$ cat src/rtl/pong_match_sequencer.sv
// rtl/pong_match_sequencer.sv - Pong match flow controller: serve, rally, point, pause, game over
module pong_match_sequencer #(
  parameter int WIN_SCORE    = 11,
  parameter int WIN_BY       = 2,
  parameter int SERVE_FRAMES = 60,
  parameter int POINT_FRAMES = 90
) (
  input  logic       clk,
  input  logic       reset,
  input  logic       frame_tick,
  input  logic       start_btn,
  input  logic       pause_btn,
  input  logic       point_p1,
  input  logic       point_p2,
  input  logic [6:0] score1,
  input  logic [6:0] score2,
  output logic [2:0] state,
  output logic       ball_hold,
  output logic       ball_launch,
  output logic       serve_dir,
  output logic       score_clear,
  output logic [1:0] winner,
  output logic       game_over
);

  typedef enum logic [2:0] {
    IDLE       = 3'd0,
    SERVE_WAIT = 3'd1,
    RALLY      = 3'd2,
    POINT      = 3'd3,
    PAUSED     = 3'd4,
    GAME_OVER  = 3'd5
  } state_t;

  localparam logic [7:0] SERVE_LOAD = 8'(SERVE_FRAMES);
  localparam logic [7:0] POINT_LOAD = 8'(POINT_FRAMES);
  localparam logic [7:0] WIN_SC8    = 8'(WIN_SCORE);
  localparam logic [7:0] WIN_BY8    = 8'(WIN_BY);

  state_t     cur_q, cur_n;
  state_t     saved_q, saved_n;
  logic [7:0] cnt_q, cnt_n;
  logic       start_q, pause_q;
  logic       start_edge, pause_edge;
  logic       hold_n, launch_n, dir_n, clear_n, go_n;
  logic [1:0] win_n;
  logic [7:0] s1, s2;
  logic       p1_wins, p2_wins;

  assign start_edge = start_btn & ~start_q;
  assign pause_edge = pause_btn & ~pause_q;

  // Zero-extend to 8 bits so score + WIN_BY never wraps
  assign s1      = {1'b0, score1};
  assign s2      = {1'b0, score2};
  assign p1_wins = (s1 >= WIN_SC8) && (s1 >= s2 + WIN_BY8);
  assign p2_wins = (s2 >= WIN_SC8) && (s2 >= s1 + WIN_BY8);

  assign state = cur_q;

  // Next-state, counter and registered-output values
  always_comb begin
    cur_n    = cur_q;
    saved_n  = saved_q;
    cnt_n    = cnt_q;
    dir_n    = serve_dir;
    win_n    = winner;
    launch_n = 1'b0;
    clear_n  = 1'b0;
    case (cur_q)
      IDLE, GAME_OVER: begin
        if (start_edge) begin
          cur_n   = SERVE_WAIT;
          clear_n = 1'b1;
          dir_n   = 1'b0;
          win_n   = 2'b00;
          cnt_n   = SERVE_LOAD;
        end
      end
      SERVE_WAIT: begin
        // A tick coincident with the pause edge is dropped, cnt frozen
        if (pause_edge) begin
          cur_n   = PAUSED;
          saved_n = SERVE_WAIT;
        end else if (frame_tick) begin
          if (cnt_q == 8'd0) begin
            cur_n    = RALLY;
            launch_n = 1'b1;
          end else begin
            cnt_n = cnt_q - 8'd1;
          end
        end
      end
      RALLY: begin
        if (pause_edge) begin
          cur_n   = PAUSED;
          saved_n = RALLY;
        end else if (point_p1) begin
          cur_n = POINT;
          dir_n = 1'b0;
          cnt_n = POINT_LOAD;
        end else if (point_p2) begin
          cur_n = POINT;
          dir_n = 1'b1;
          cnt_n = POINT_LOAD;
        end
      end
      POINT: begin
        if (frame_tick) begin
          if (cnt_q == 8'd0) begin
            if (p1_wins) begin
              cur_n = GAME_OVER;
              win_n = 2'b01;
            end else if (p2_wins) begin
              cur_n = GAME_OVER;
              win_n = 2'b10;
            end else begin
              cur_n = SERVE_WAIT;
              cnt_n = SERVE_LOAD;
            end
          end else begin
            cnt_n = cnt_q - 8'd1;
          end
        end
      end
      PAUSED: begin
        if (pause_edge) begin
          cur_n = saved_q;
        end
      end
      default: cur_n = IDLE;
    endcase
    hold_n = (cur_n != RALLY);
    go_n   = (cur_n == GAME_OVER);
  end

  // State, counter, button history and output registers
  always_ff @(posedge clk) begin
    if (reset) begin
      cur_q       <= IDLE;
      saved_q     <= SERVE_WAIT;
      cnt_q       <= 8'd0;
      start_q     <= 1'b0;
      pause_q     <= 1'b0;
      ball_hold   <= 1'b1;
      ball_launch <= 1'b0;
      serve_dir   <= 1'b0;
      score_clear <= 1'b0;
      winner      <= 2'b00;
      game_over   <= 1'b0;
    end else begin
      cur_q       <= cur_n;
      saved_q     <= saved_n;
      cnt_q       <= cnt_n;
      start_q     <= start_btn;
      pause_q     <= pause_btn;
      ball_hold   <= hold_n;
      ball_launch <= launch_n;
      serve_dir   <= dir_n;
      score_clear <= clear_n;
      winner      <= win_n;
      game_over   <= go_n;
    end
  end

endmodule

$ cat config.mk
export PLATFORM = sky130hd
export DESIGN_NAME = pong_match_sequencer
export DESIGN_NICKNAME = d
export VERILOG_FILES = /design/src/rtl/pong_match_sequencer.sv
export SDC_FILE = /design/constraint.sdc
export NUM_CORES = 1
export LEC_CHECK = 0
export ABC_AREA = 1
export CAP_MARGIN = 20
export CORE_ASPECT_RATIO = 1.25
export CORE_MARGIN = 4
export CORE_UTILIZATION = 45
export CTS_CLUSTER_DIAMETER = 50
export CTS_CLUSTER_SIZE = 14
export DETAILED_ROUTE_END_ITERATION = 7
export PLACE_DENSITY = 0.78
export SLEW_MARGIN = 20
export SYNTH_ARGS = -nofsm -noshare
export SYNTH_HDL_FRONTEND = slang
export SYNTH_SLANG_ARGS = --single-unit
export TNS_END_PERCENT = 30
$ cat constraint.sdc
create_clock -name clk -period 3.1 [get_ports clk]
set_clock_uncertainty 0.15 [all_clocks]
set_input_delay 0.62 -clock clk [delete_from_list [all_inputs] [get_ports clk]]
set_output_delay 0.62 -clock clk [all_outputs]
set_load 0.005 [all_outputs]
==> Yosys cells after proc, flatten, opt, wreduce, memory -nomap -nowiden <==
Index checks and enable logic that the tools add are counted.
{ "classes": {"order_cmp": 4, "eq_ne": 20, "bitwise": 7, "reduce_logical": 15, "n_mux": 41, "add_sub_neg": 3} }
{ "op_table": {"columns": ["cell", "count"], "rows": [
  ["$mux 8", 11],
  ["$mux 3", 14],
  ["$pmux 8 s4", 1],
  ["$ne 2x2->1 const B", 9],
  ["$add 7x2->8 const B", 2],
  ["$ge 7x8->1", 2],
  ["$pmux 3 s5", 1],
  ["$ge 7x4->1 const B", 2],
  ["$ne 3x3->1 const B", 4],
  ["$mux 2", 5],
  ["$reduce_and 10->1", 1],
  ["$eq 3x3->1 const B", 3],
  ["$logic_not 8->1", 1],
  ["$sub 8x1->8 const B", 1],
  ["$eq 3x2->1 const B", 2],
  ["$mux 1", 6],
  ["$pmux 3 s2", 1],
  ["$reduce_bool 2->1", 3],
  ["$not 1->1", 5],
  ["$reduce_and 5->1", 1],
  ["$pmux 2 s2", 1],
  ["$reduce_and 4->1", 1],
  ["$reduce_bool 4->1", 1],
  ["$reduce_or 2->1", 2],
  ["8 further kinds", 10]
]} }
{ "word_totals": {"output_inout_bits": 10, "input_bits": 21, "ff_bits": 23, "word_cells": 101} }

==> Longest topological paths before layout <==
{ "logic_depth": {"depth_word": 9, "mapped_depth": 17, "ltp_nobuf": 16} }

==> Least setup slack after synthesis <==
Ideal clock, no wire load.
{ "synth_timing": {"path_kind": "input to register", "start": "input score2[1]", "end": "register winner[0]", "slack_ps": 631, "t_arrival_ps": 2204, "path_stages": 15, "setup_ps": 115, "cell_sequence": "nand4_1 nor3b_1 a21oi_1 ha_1 a21oi_1 nand2_1 o21ai_0 nand2_1 nand2_1 nand2_1 nand2_1 buf_6 nand2_2 a21oi_1 nor2_1"} }
{ "synth_via": {"elab_chain_cells": 7, "elab_cells_between_ends": 12} }
{ "synth_rtl": {"columns": ["element", "line", "source"], "rows": [
  ["from (decl)", "16", "input logic [6:0] score2,"],
  ["$add 7x2->8", "56", "assign p1_wins = (s1 >= WIN_SC8) && (s1 >= s2 + WIN_BY8);"],
  ["$ge 7x8->1", "56", null],
  ["$logic_and 1x1->1", "56", null],
  ["$mux 2", "111", "if (p1_wins) begin"],
  ["$mux 2", "110", "if (cnt_q == 8'd0) begin"],
  ["$mux 2", "109", "if (frame_tick) begin"],
  ["$pmux 2 s2", "70", "case (cur_q)"],
  ["to (signal assigned)", "161", "winner <= win_n;"],
  ["to (decl)", "22", "output logic [1:0] winner,"]
]} }
Parallel ways exist; a longest one is shown, timed or not. The select of a mux whose other input is x is not followed.
A chain may end at the register's enable or synchronous reset.

==> Final worst setup path <==
{ "layout_timing": {"start": "input score2[4]", "end": "register cnt_q[1]"} }
{ "layout_via": {"elab_chain_cells": 5, "elab_cells_between_ends": 9} }
{ "layout_rtl": {"columns": ["element", "line", "source"], "rows": [
  ["$add 7x2->8", "56", null],
  ["$ge 7x8->1", "56", null],
  ["$logic_and 1x1->1", "56", null],
  ["$ne 3x3->1 (no line)", null, null],
  ["$reduce_and 10->1 (no line) (*)", null, null],
  ["to (signal assigned)", "154", "cnt_q <= cnt_n;"],
  ["to (decl)", "42", "logic [7:0] cnt_q, cnt_n;"]
]} }
Every way passes the cells marked *; elsewhere a longest branch is shown, timed or not.

==> results by group <==
Synthesis
  – Ys async rst share: 0%
  – Synth Register Bits: 22
  – Synth Instances: between 200 and 300
  – Dominant cells by area after synthesis: dfxtp_1 (24%), nand2_1 (13%), ha_1 (13%)
  – Avg Cell Area, Syn: 6.567 µm²
  – Cell taking the most area after synthesis: dfxtp_1
  – Sequential share of the synthesized area: between 20% and 30%
  – Cell area after synthesis: about 1800 µm²
  – Mapped Nets: ~320
  – Ys Warns: 0
  – Netlist cell types: 33
  – Post-synth EDFFs: 0
  – Ys flop type: dfxtp_1
  – Yosys top cell area share: 24.13%

Clock network
  – Setup bufs post-CTS: 0
  – CTS tree: done
  – Root buffer cell: clkbuf_8
  – H-tree Lvls: 1
  – Num Clock Sinks: 22
  – TritonCTS Buffers: 3
  – Clock latency at the later pin of the worst-skew pair: 270 ps
  – Clk slew on worst S/H paths: 80 ps
  – Clock Tree Buf Depth: 2

Global routing
  – Vias in the first global route: approximately 1800
  – Largest net degree at the start of global routing: 13
  – Grt total ovfl: 0
  – Global-route wire length before repair: 7493 µm
  – Gr usage total: 18.33%
  – Initial antenna violation count: 0

Power and ir drop
  – P per Cell Area: 733.0 nW/µm²
  – Static leakage: 1.134 nW
  – Final Power: 1.736 mW
  – Worst VDD drop: around 0.22 mV

Routing
  – Vias per Instance: 5.003
  – Met1 wire length: 1769 µm
  – DR iter-0 viols: 118
  – Antenna Nets Post-Route: 0
  – Final WL: between 4000 and 5000 µm
  – DRT Pass-1 Iters: 5
  – Routed WL per cell: 11.89 µm
  – Met3 routed WL: roughly 220 µm
  – DRC: 0
  – Met2 wire length: 2426 µm
  – Highest routed metal layer: met4
  – DR vias: about 1900

Place
  – GP Congestion: 0.9215
  – Dpl hpwl: 3664 µm
  – Placed inst area: 2303 µm²
  – Number of port buffers: 30

Floorplanning
  – IO Count: 31
  – Number of core rows: 25
  – Die Ht: approximately 80 µm
  – Die Wd: between 60 and 70 µm
  – Starting Density: 47.45%
  – DIE AREA: 5146 µm²
  – Core Region: 3847 µm²

Layout
  – Most frequent cells in the layout: nand2_1 (65), nor2_1 (37), inv_1 (34)
  – Share of layout cells above drive strength 1: around 11%
  – Final net count: 366
  – Design area: 2369 µm²
  – Diodes inserted: 0
  – Leading cell type in the layout, fill and taps excluded: nand2_1
  – Filler cells: 358
  – Area growth from synthesis to layout: 29.75%

Critical path
  – CP Capture Point: cnt_q[1]$_SDFFE_PP0P_
  – WS Path Type: input port to flop
  – Crit path arrival time: 2920 ps
  – FF-to-FF path depth: 11
  – Worst Path Max Fanout: 11
  – Crit end category: flop
  – Worst Setup SP: score2[4]
  – Setup crit start kind: input port
  – Critical Path RT: approximately 3100 ps
  – Reg-to-Reg Start: state[0]$_SDFF_PP0_
  – R2R Setup Slk: 1030 ps
  – RR Endpoint: cnt_q[1]$_SDFFE_PP0P_

Job
  – Max-cap violation count: 0

Outcome
  – Status: complete, no violations

Hold path
  – Hold Path Cell Cnt: 1
  – Hold Path Class: flop to flop

Timing
  – Setup TNS: 0 ps
  – RSZ-0062 raised after global routing: true
  – Final Setup Violations: 0
  – Fmax: roughly 340 MHz
  – Crit share post-route: a little over nine tenths
  – Slew at the pin with the worst max-slew slack: 434.4 ps
  – Fin. max-slew vios: 0
  – Crit path time final: 2908 ps
  – Worst slew margin: between 70% and 80%
  – Final Hold Viols: 0
state kept, by name, indices dropped and copies added, names as in the netlist:
name and cells:
ball_hold 1, ball_launch 1, cnt_q 8, game_over 1
pause_q 1, saved_q 2, score_clear 1, serve_dir 1
start_q 1, state 3, winner 2
synthesized netlist by cell type (3+ instances only):
library cell / number
nand3_1: 24
dfxtp_1: 22
ha_1: 19
a21oi_1: 19
nand2_1: 65
o21ai_0: 10
xor2_1: 7
nand4_1: 4
nor3_1: 3
inv_1: 34
nand2_2: 3
nor2_1: 37
xnor2_1: 5
worst max-delay path: stages:
cell	delay, ps
clkdlybuf4s50_1	490
nand4_1	180
nor3b_2	210
a21oi_1	60
ha_1	320
a21oi_1	170
nand2_1	60
o21ai_0	70
nand2_1	80
nand2_1	90
nand2_1	60
nand2_1	90
buf_12	140
nand2_4	90
o21ai_1	140
nor2_1	50
layout make-up:
cell class	count	area, µm²	area share [%]
clock buffer	4	55.05	2.324
sequential	22	440.4	18.59
tap	54	67.56	2.853
multi-input combinational	218	1240	52.35
inverter	36	135.1	5.705
timing repair buffer	45	430.4	18.17
where the power goes:
group | internal [mW] | total (mW) | switching [mW]
Combinational | 0.437 | 1.08 | 0.641
Clock | 0.113 | 0.210 | 0.0963
Sequential | 0.374 | 0.449 | 0.0749
repair_timing:
item	4_1_cts	5_1_grt
hold buffers	0	0
resized for setup	0	3
setup endpoints to repair	0	10
through the flow:
stage / worst slack (ps) / hold slack, ps / cells / utilization, %
after detailed placement: -166.3 / 261.9 / 375 / 59.87
final: 191.9 / 276.9 / 379 / 61.56
after global routing: -7.515 / 304.6 / 379 / 61.56
after floorplan: 631.4 / 250.9 / 278 / -
after global placement: -113.8 / 261.9 / 375 / 59.87
after CTS: 119.1 / 278.9 / 379 / 61.30
worst min path at each step:
| stage | from | to | slack (ps) |
|---|---|---|---|
| after floorplan | start_q$_SDFF_PP0_ | score_clear$_SDFF_PP0_ | 250 |
| after detailed placement | start_q$_SDFF_PP0_ | score_clear$_SDFF_PP0_ | 260 |
| final | start_q$_SDFF_PP0_ | score_clear$_SDFF_PP0_ | 280 |
| after global routing | start_q$_SDFF_PP0_ | score_clear$_SDFF_PP0_ | 300 |
| after global placement | start_q$_SDFF_PP0_ | score_clear$_SDFF_PP0_ | 260 |
| after CTS | start_q$_SDFF_PP0_ | score_clear$_SDFF_PP0_ | 280 |
per-layer routing:
metal | vias to the layer above | global-route usage [%]
li1 | 1002 | -
met1 | 831 | 19.05
met2 | 56 | 35.41
met3 | 7 | 1.839
met4 | 0 | 9.302
met5 | - | 0
kinds of logic (layout without fill, tap and decap cells):
family                     Yosys count  count (layout)  share of synthesized area [%]
adders and majority gates           19              19                          13.02
buffers and inverters               38              85                          8.225
and+or+nand+nor                    147             147                          35.98
DFF                                 22              22                          24.13
xor gates and xnor gates            12              12                          5.757
AOI/OAI and AO/OA                   40              40                          12.89
(Power assumes the default switching activity.)
